--- config.mk ---
export PLATFORM = sky130hd
export DESIGN_NAME = i2s_cfg_sequencer
export DESIGN_NICKNAME = d
export VERILOG_FILES = /design/src/rtl/i2s_cfg_pkg.sv /design/src/rtl/i2s_frame_tracker.sv /design/src/rtl/i2s_cfg_sequencer.sv
export SDC_FILE = /design/constraint.sdc
export NUM_CORES = 1
export LEC_CHECK = 0
export CAP_MARGIN = 20
export CORE_MARGIN = 3
export CORE_UTILIZATION = 43
export CTS_CLUSTER_SIZE = 28
export DETAILED_ROUTE_END_ITERATION = 10
export GPL_TIMING_DRIVEN = 0
export PLACE_DENSITY = 0.7
export SYNTH_ARGS = -nofsm -noshare
export SYNTH_HDL_FRONTEND = slang
export SYNTH_SLANG_ARGS = --single-unit
export TNS_END_PERCENT = 5
--- constraint.sdc ---
create_clock -name sysclk -period 2.3 [get_ports sysclk]
set_input_delay 0.345 -clock sysclk [delete_from_list [all_inputs] [get_ports sysclk]]
set_output_delay 0.345 -clock sysclk [all_outputs]
set_load 0.005 [all_outputs]
--- src/rtl/i2s_cfg_pkg.sv ---
// Shared types and constants for the I2S run-time configuration sequencer.
package i2s_cfg_pkg;

    typedef enum logic [2:0] {
        IDLE,
        DRAIN,
        DISABLE,
        APPLY,
        ENABLE,
        SETTLE
    } state_t;

    typedef struct packed {
        logic [5:0] sampleres;
        logic [9:0] clkdiv;
        logic       order;
    } cfg_t;

    localparam int DEF_DATA_WIDTH = 16;
    localparam int MIN_SAMPLERES  = 8;
    localparam int MIN_BCLKDIV    = 4;
    localparam int DEF_SAMPLERES  = 16;
    localparam int DEF_BCLKDIV    = 21;

    function automatic logic cfg_legal(
        input cfg_t c,
        input int   min_res,
        input int   max_res,
        input int   min_div
    );
        return (c.sampleres >= 6'(min_res)) &&
               (c.sampleres <= 6'(max_res)) &&
               (c.clkdiv >= 10'(min_div));
    endfunction

endpackage

--- src/rtl/i2s_frame_tracker.sv ---
// lrclk edge detector plus a saturating per-edge timeout counter.
module i2s_frame_tracker #(
    parameter int TIMEOUT_CYC = 4096
) (
    input  logic sysclk,
    input  logic reset,
    input  logic lrclk,
    input  logic clr,
    output logic rise,
    output logic fall,
    output logic timeout
);

    localparam int TW = $clog2(TIMEOUT_CYC);

    logic          lrclk_q;
    logic [TW-1:0] cnt;

    always_ff @(posedge sysclk) begin
        lrclk_q <= lrclk;
    end

    always_ff @(posedge sysclk) begin
        if (!reset) begin
            cnt <= '0;
        end else if (clr) begin
            cnt <= '0;
        end else if (!timeout) begin
            cnt <= cnt + 1'b1;
        end
    end

    assign rise    = lrclk & ~lrclk_q;
    assign fall    = ~lrclk & lrclk_q;
    assign timeout = (cnt == TW'(TIMEOUT_CYC - 1));

endmodule

--- src/rtl/i2s_cfg_sequencer.sv ---
// Validates codec config requests and applies them glitch-free across an
// lrclk frame boundary with the output path muted.
module i2s_cfg_sequencer
    import i2s_cfg_pkg::*;
#(
    parameter int DATA_WIDTH    = DEF_DATA_WIDTH,
    parameter int MIN_RES       = MIN_SAMPLERES,
    parameter int MIN_CLKDIV    = MIN_BCLKDIV,
    parameter int DEF_RES       = DEF_SAMPLERES,
    parameter int DEF_CLKDIV    = DEF_BCLKDIV,
    parameter int DIS_CYCLES    = 8,
    parameter int SETTLE_FRAMES = 2,
    parameter int TIMEOUT_CYC   = 4096
) (
    input  logic       sysclk,
    input  logic       reset,
    input  logic       cfg_valid,
    output logic       cfg_ready,
    input  logic [5:0] cfg_sampleres,
    input  logic [9:0] cfg_clkdiv,
    input  logic       cfg_order,
    input  logic       lrclk,
    output logic       enabler,
    output logic [5:0] sampleres,
    output logic [9:0] clkdiv,
    output logic       sampleorder,
    output logic       mute,
    output logic       busy,
    output logic       cfg_err,
    output logic       fault
);

    localparam int DW = $clog2(DIS_CYCLES + 1);
    localparam int FW = $clog2(SETTLE_FRAMES + 1);

    localparam cfg_t DEF_CFG = '{
        sampleres: 6'(DEF_RES),
        clkdiv:    10'(DEF_CLKDIV),
        order:     1'b0
    };

    state_t        state, state_n;
    cfg_t          pend, pend_n;
    cfg_t          cur, cur_n;
    cfg_t          req;
    logic [DW-1:0] dcnt, dcnt_n;
    logic [FW-1:0] frm, frm_n;
    logic          enabler_n, mute_n, ready_n;
    logic          busy_n, err_n, fault_n;
    logic          rise, fall, tmo, clr;
    logic          hs, legal;

    assign req = '{
        sampleres: cfg_sampleres,
        clkdiv:    cfg_clkdiv,
        order:     cfg_order
    };

    assign hs    = cfg_valid & cfg_ready;
    assign legal = cfg_legal(req, MIN_RES, DATA_WIDTH, MIN_CLKDIV);

    i2s_frame_tracker #(
        .TIMEOUT_CYC (TIMEOUT_CYC)
    ) u_trk (
        .sysclk  (sysclk),
        .reset   (reset),
        .lrclk   (lrclk),
        .clr     (clr),
        .rise    (rise),
        .fall    (fall),
        .timeout (tmo)
    );

    always_comb begin
        state_n = state;
        pend_n  = pend;
        cur_n   = cur;
        dcnt_n  = '0;
        frm_n   = frm;
        err_n   = 1'b0;
        fault_n = fault;
        unique case (state)
            IDLE: begin
                if (hs) begin
                    if (legal) begin
                        pend_n  = req;
                        state_n = DRAIN;
                    end else begin
                        err_n = 1'b1;
                    end
                end
            end
            DRAIN: begin
                if (fall || tmo) begin
                    state_n = DISABLE;
                end
            end
            DISABLE: begin
                if (dcnt == DW'(DIS_CYCLES - 1)) begin
                    state_n = APPLY;
                    cur_n   = pend;
                end else begin
                    dcnt_n = dcnt + 1'b1;
                end
            end
            APPLY: begin
                state_n = ENABLE;
            end
            ENABLE: begin
                frm_n   = '0;
                state_n = SETTLE;
            end
            SETTLE: begin
                // a rise on the timeout cycle still counts as a frame
                if (rise) begin
                    if (frm == FW'(SETTLE_FRAMES - 1)) begin
                        state_n = IDLE;
                        fault_n = 1'b0;
                    end else begin
                        frm_n = frm + 1'b1;
                    end
                end else if (tmo) begin
                    state_n = IDLE;
                    fault_n = 1'b1;
                end
            end
            default: begin
                state_n = DISABLE;
            end
        endcase
    end

    always_comb begin
        clr = (state_n != state) ||
              (state == DRAIN && fall) ||
              (state == SETTLE && rise);
        enabler_n = !(state_n inside {DISABLE, APPLY});
        ready_n   = (state_n == IDLE);
        busy_n    = (state_n != IDLE);
        mute_n    = !((state_n == IDLE) && !fault_n);
    end

    always_ff @(posedge sysclk) begin
        if (!reset) begin
            state     <= DISABLE;
            pend      <= DEF_CFG;
            cur       <= DEF_CFG;
            dcnt      <= '0;
            frm       <= '0;
            enabler   <= 1'b0;
            mute      <= 1'b1;
            cfg_ready <= 1'b0;
            busy      <= 1'b1;
            cfg_err   <= 1'b0;
            fault     <= 1'b0;
        end else begin
            state     <= state_n;
            pend      <= pend_n;
            cur       <= cur_n;
            dcnt      <= dcnt_n;
            frm       <= frm_n;
            enabler   <= enabler_n;
            mute      <= mute_n;
            cfg_ready <= ready_n;
            busy      <= busy_n;
            cfg_err   <= err_n;
            fault     <= fault_n;
        end
    end

    assign sampleres   = cur.sampleres;
    assign clkdiv      = cur.clkdiv;
    assign sampleorder = cur.order;

endmodule

==> out/qor.yml <==
status:
  status: "finished clean"
yosys:
  netlist_top_cells_area: "dfxtp_1, nand2_1, a21oi_1"
  async_reset_ff_share_pct: 0
  synth_warnings: 0
  netlist.area_leader.share_pct: 45.8
  synth_seq_cells: 62
  synth-main-ff-cell: "dfxtp_1"
  synth.most_common_cell: "nand2_1"
  synth.distinct_cells: 51
  avgSynthCellArea_um2: 8.83
  synth_edf_count: 0
  syn_nets: 331
  synthDominantAreaCellType: "dfxtp_1"
  synth.cell_area_mm2: 0.00271
  yosys-top-cells-count: "nand2_1, dfxtp_1, a21oi_1, nand3_1, nor2_1"
  synth_seq_area_share_pct: 45.8
  syn_inst: 307
layout:
  drive_gt1_share_pct: 13.1
  diodes: 0
  nets: 386
  syn_to_final_growth_pct: 27.8
  final_core_util_pct: 57.5
  n_fill_cell: 564
  fin_area_mm2: 0.00346
floorplan:
  dieArea_mm2: 0.00729
  dieWidth_um: 85.4
  core-area_mm2: 0.00603
  start_util_pct: 45.0
  ios: 44
  die_y_um: 85.4
  rows: 28
grt:
  grt_max_degree: 11
  grt_util_all_layers_pct: 17.1
  antenna_found_initial: 0
  grt_pass1_vias: 2131
  grt_first_pass_wirelength_mm: 9.83
  gr-total-overflow: 0
worst_setup_path:
  path_cells: "clkdlybuf4s50_1 -> nor4_4 -> mux2i_2 -> nor4b_4 -> buf_2 -> nand2_1 -> a21oi_1"
  r2r_start: "u_trk.cnt[0]"
  path_depth: 7
  crit_start: "cfg_sampleres[0]"
  crit_type: "primary input to register"
  crit_path_end: "pend[8]"
  r2r_slack_ns: 0.26
  crit_family: "simple AND/OR/NAND/NOR gates"
  cp.buffers_inverters: 2
  crit_slowest_cell: "nor4b_4"
  cp.required_ns: 2.56
  critPathMaxStageDelay_ns: 0.50
  rr_endpoint: "u_trk.cnt[3]"
  cp-start-kind: "primary input"
  crit_fanout: 10
  critPathArrivalTime_ns: 2.34
  reg2reg_depth: 7
  setup.worst_path.end_class: "register"
routing:
  finalWirelength_mm: 5.86
  viasPerCell: 5.11
  dr.pass1.iters: 4
  final_antenna_net_count: 0
  routedWlPerCell_um: 13.3
  num_vias: 2252
  drt_iter0_drc: 49
  post-route-drc-count: 0
timing:
  worstMarginPinSlew_ns: 0.498
  timing_hold_violations_final: 0
  relSlewSlack_pct: 66.6
  rsz0062_at_grt: "false"
  finalMaxSlewViolations: 0
  post-route-period-util_pct: 90.5
  setup_viol: 0
  min_period_ns: 2.08
  clock_skew_ns: 0.00904
  fmax_mhz: 480
clock_network:
  holdBufCountCts: 0
  clockBufferDepth: 2
  clkTransAtPathRegs_ns: 0.06
  cts-root-buf: "clkbuf_8"
  clk_latency_ns: 0.34
  ctsResizeCount: 0
  cts_buffers: 9
  cts_tree: "built"
  cts_htree_levels: 3
  clock-sinks: 62
power:
  power_density_mw_per_mm2: 659
  leakagePower_uw: 0.00123
  vdd_drop_max_v: 0.000468
placement:
  hpwl_mm: 4.38
  gp_congestion: 0.818
  postPlaceCellArea_mm2: 0.00323
  io_buffers: 43
min_path:
  hp-class: "register to register"
run:
  drv_cap: 0
timing repair:
item                       in CTS  in global routing
buffers inserted                0                  1
hold endpoints to repair        0                  0
setup endpoints to repair       0                 10
final cells by class:
type | count | area [um2] | area share, %
multi-input combinational | 222 | 1340 | 38.6
buffer | 16 | 105 | 3.03
sequential | 62 | 1240 | 35.8
timing repair buffer | 44 | 438 | 12.6
inverter | 7 | 26.3 | 0.759
clock inverter | 4 | 70.1 | 2.02
tap | 75 | 93.8 | 2.71
clock buffer | 11 | 151 | 4.37
cell families after synthesis:
| family | share of synthesized area, % |
|---|---|
| compound gates | 12.0 |
| xor+xnor | 2.26 |
| mux | 1.62 |
| fa+ha+maj | 1.39 |
| simple gates | 32.1 |
| flops | 45.8 |
| buf+inv | 4.85 |
worst reg2reg max path, delay by kind of cell (launching register included):
family,cells,cell delay [ns]
buffers and inverters,1,0.21
adder cells (fa/ha/maj),1,0.32
AO/OA/AOI/OAI,2,0.41
flip-flops,1,0.43
AND/OR/NAND/NOR,3,0.56
power by group:
| group | leakage, uW | internal, uW | total, uW | switching (uW) |
|---|---|---|---|---|
| logic | 0.000616 | 57.5 | 114 | 56.6 |
| clock network | 0.000115 | 659 | 1070 | 410 |
| registers | 0.000501 | 1090 | 1100 | 12.8 |
layer usage:
layer	up-vias	GRT usage [%]	routed length (um)
met1	1032	21.1	2740
met5	-	0	0
met4	0	6.62	79
met3	9	5.83	302
met2	45	27.4	2740
li1	1166	-	-
how the worst min path moves through the flow:
stage               cells after the start  startpoint  slack, ns             to
floorplan                               0       lrclk       0.37  u_trk.lrclk_q
global placement                        1     dcnt[0]       0.43        dcnt[0]
detailed placement                      1     dcnt[0]       0.44        dcnt[0]
CTS                                     1     dcnt[0]       0.45        dcnt[0]
global route                            1     dcnt[0]       0.47        dcnt[0]
finish                                  1     dcnt[0]       0.45        dcnt[0]
sequential cells by signal (all words and copies together), names as in the netlist:
name,flops
state,3
busy,1
cfg_ready,1
clkdiv,10
sampleres,6
u_trk.lrclk_q,1
pend,17
dcnt,4
mute,1
enabler,1
frm,2
sampleorder,1
cfg_err,1
u_trk.cnt,12
fault,1
cells in the final DEF (no fill, tap or decap), types with 2 or more instances in the layout:
master,count
o21ai_0,10
nor4_4,2
a21oi_1,29
clkinv_2,2
dfxtp_1,62
nor2b_1,3
buf_4,2
or3_1,2
mux2i_1,3
bufinv_16,2
nand2b_1,6
and3_1,4
a211oi_1,2
nor3_2,11
inv_1,7
nand3b_1,2
nand4_1,2
clkbuf_1,9
nor3_1,5
buf_2,2
xnor2_1,3
nor4b_1,2
buf_6,3
clkbuf_8,11
nand2_1,71
nor2_1,14
ha_1,3
nand3_1,19
o2111ai_1,2
xor2_1,4
clkdlybuf4s50_1,43
per-stage QoR:
stage | power [uW] | setup slack, ns | cells | TNS [ns] | hold slack, ns
after floorplan | 1180 | 0.488 | 307 | 0 | 0.373
after CTS | 2300 | 0.177 | 440 | 0 | 0.452
after detailed placement | 1240 | -0.129 | 425 | -2.04 | 0.443
after global placement | 1240 | -0.115 | 425 | -1.86 | 0.429
final | 2280 | 0.218 | 441 | 0 | 0.450
after global routing | 2360 | 0.0840 | 441 | 0 | 0.469
Note: power is estimated with default switching activity, not from simulation.
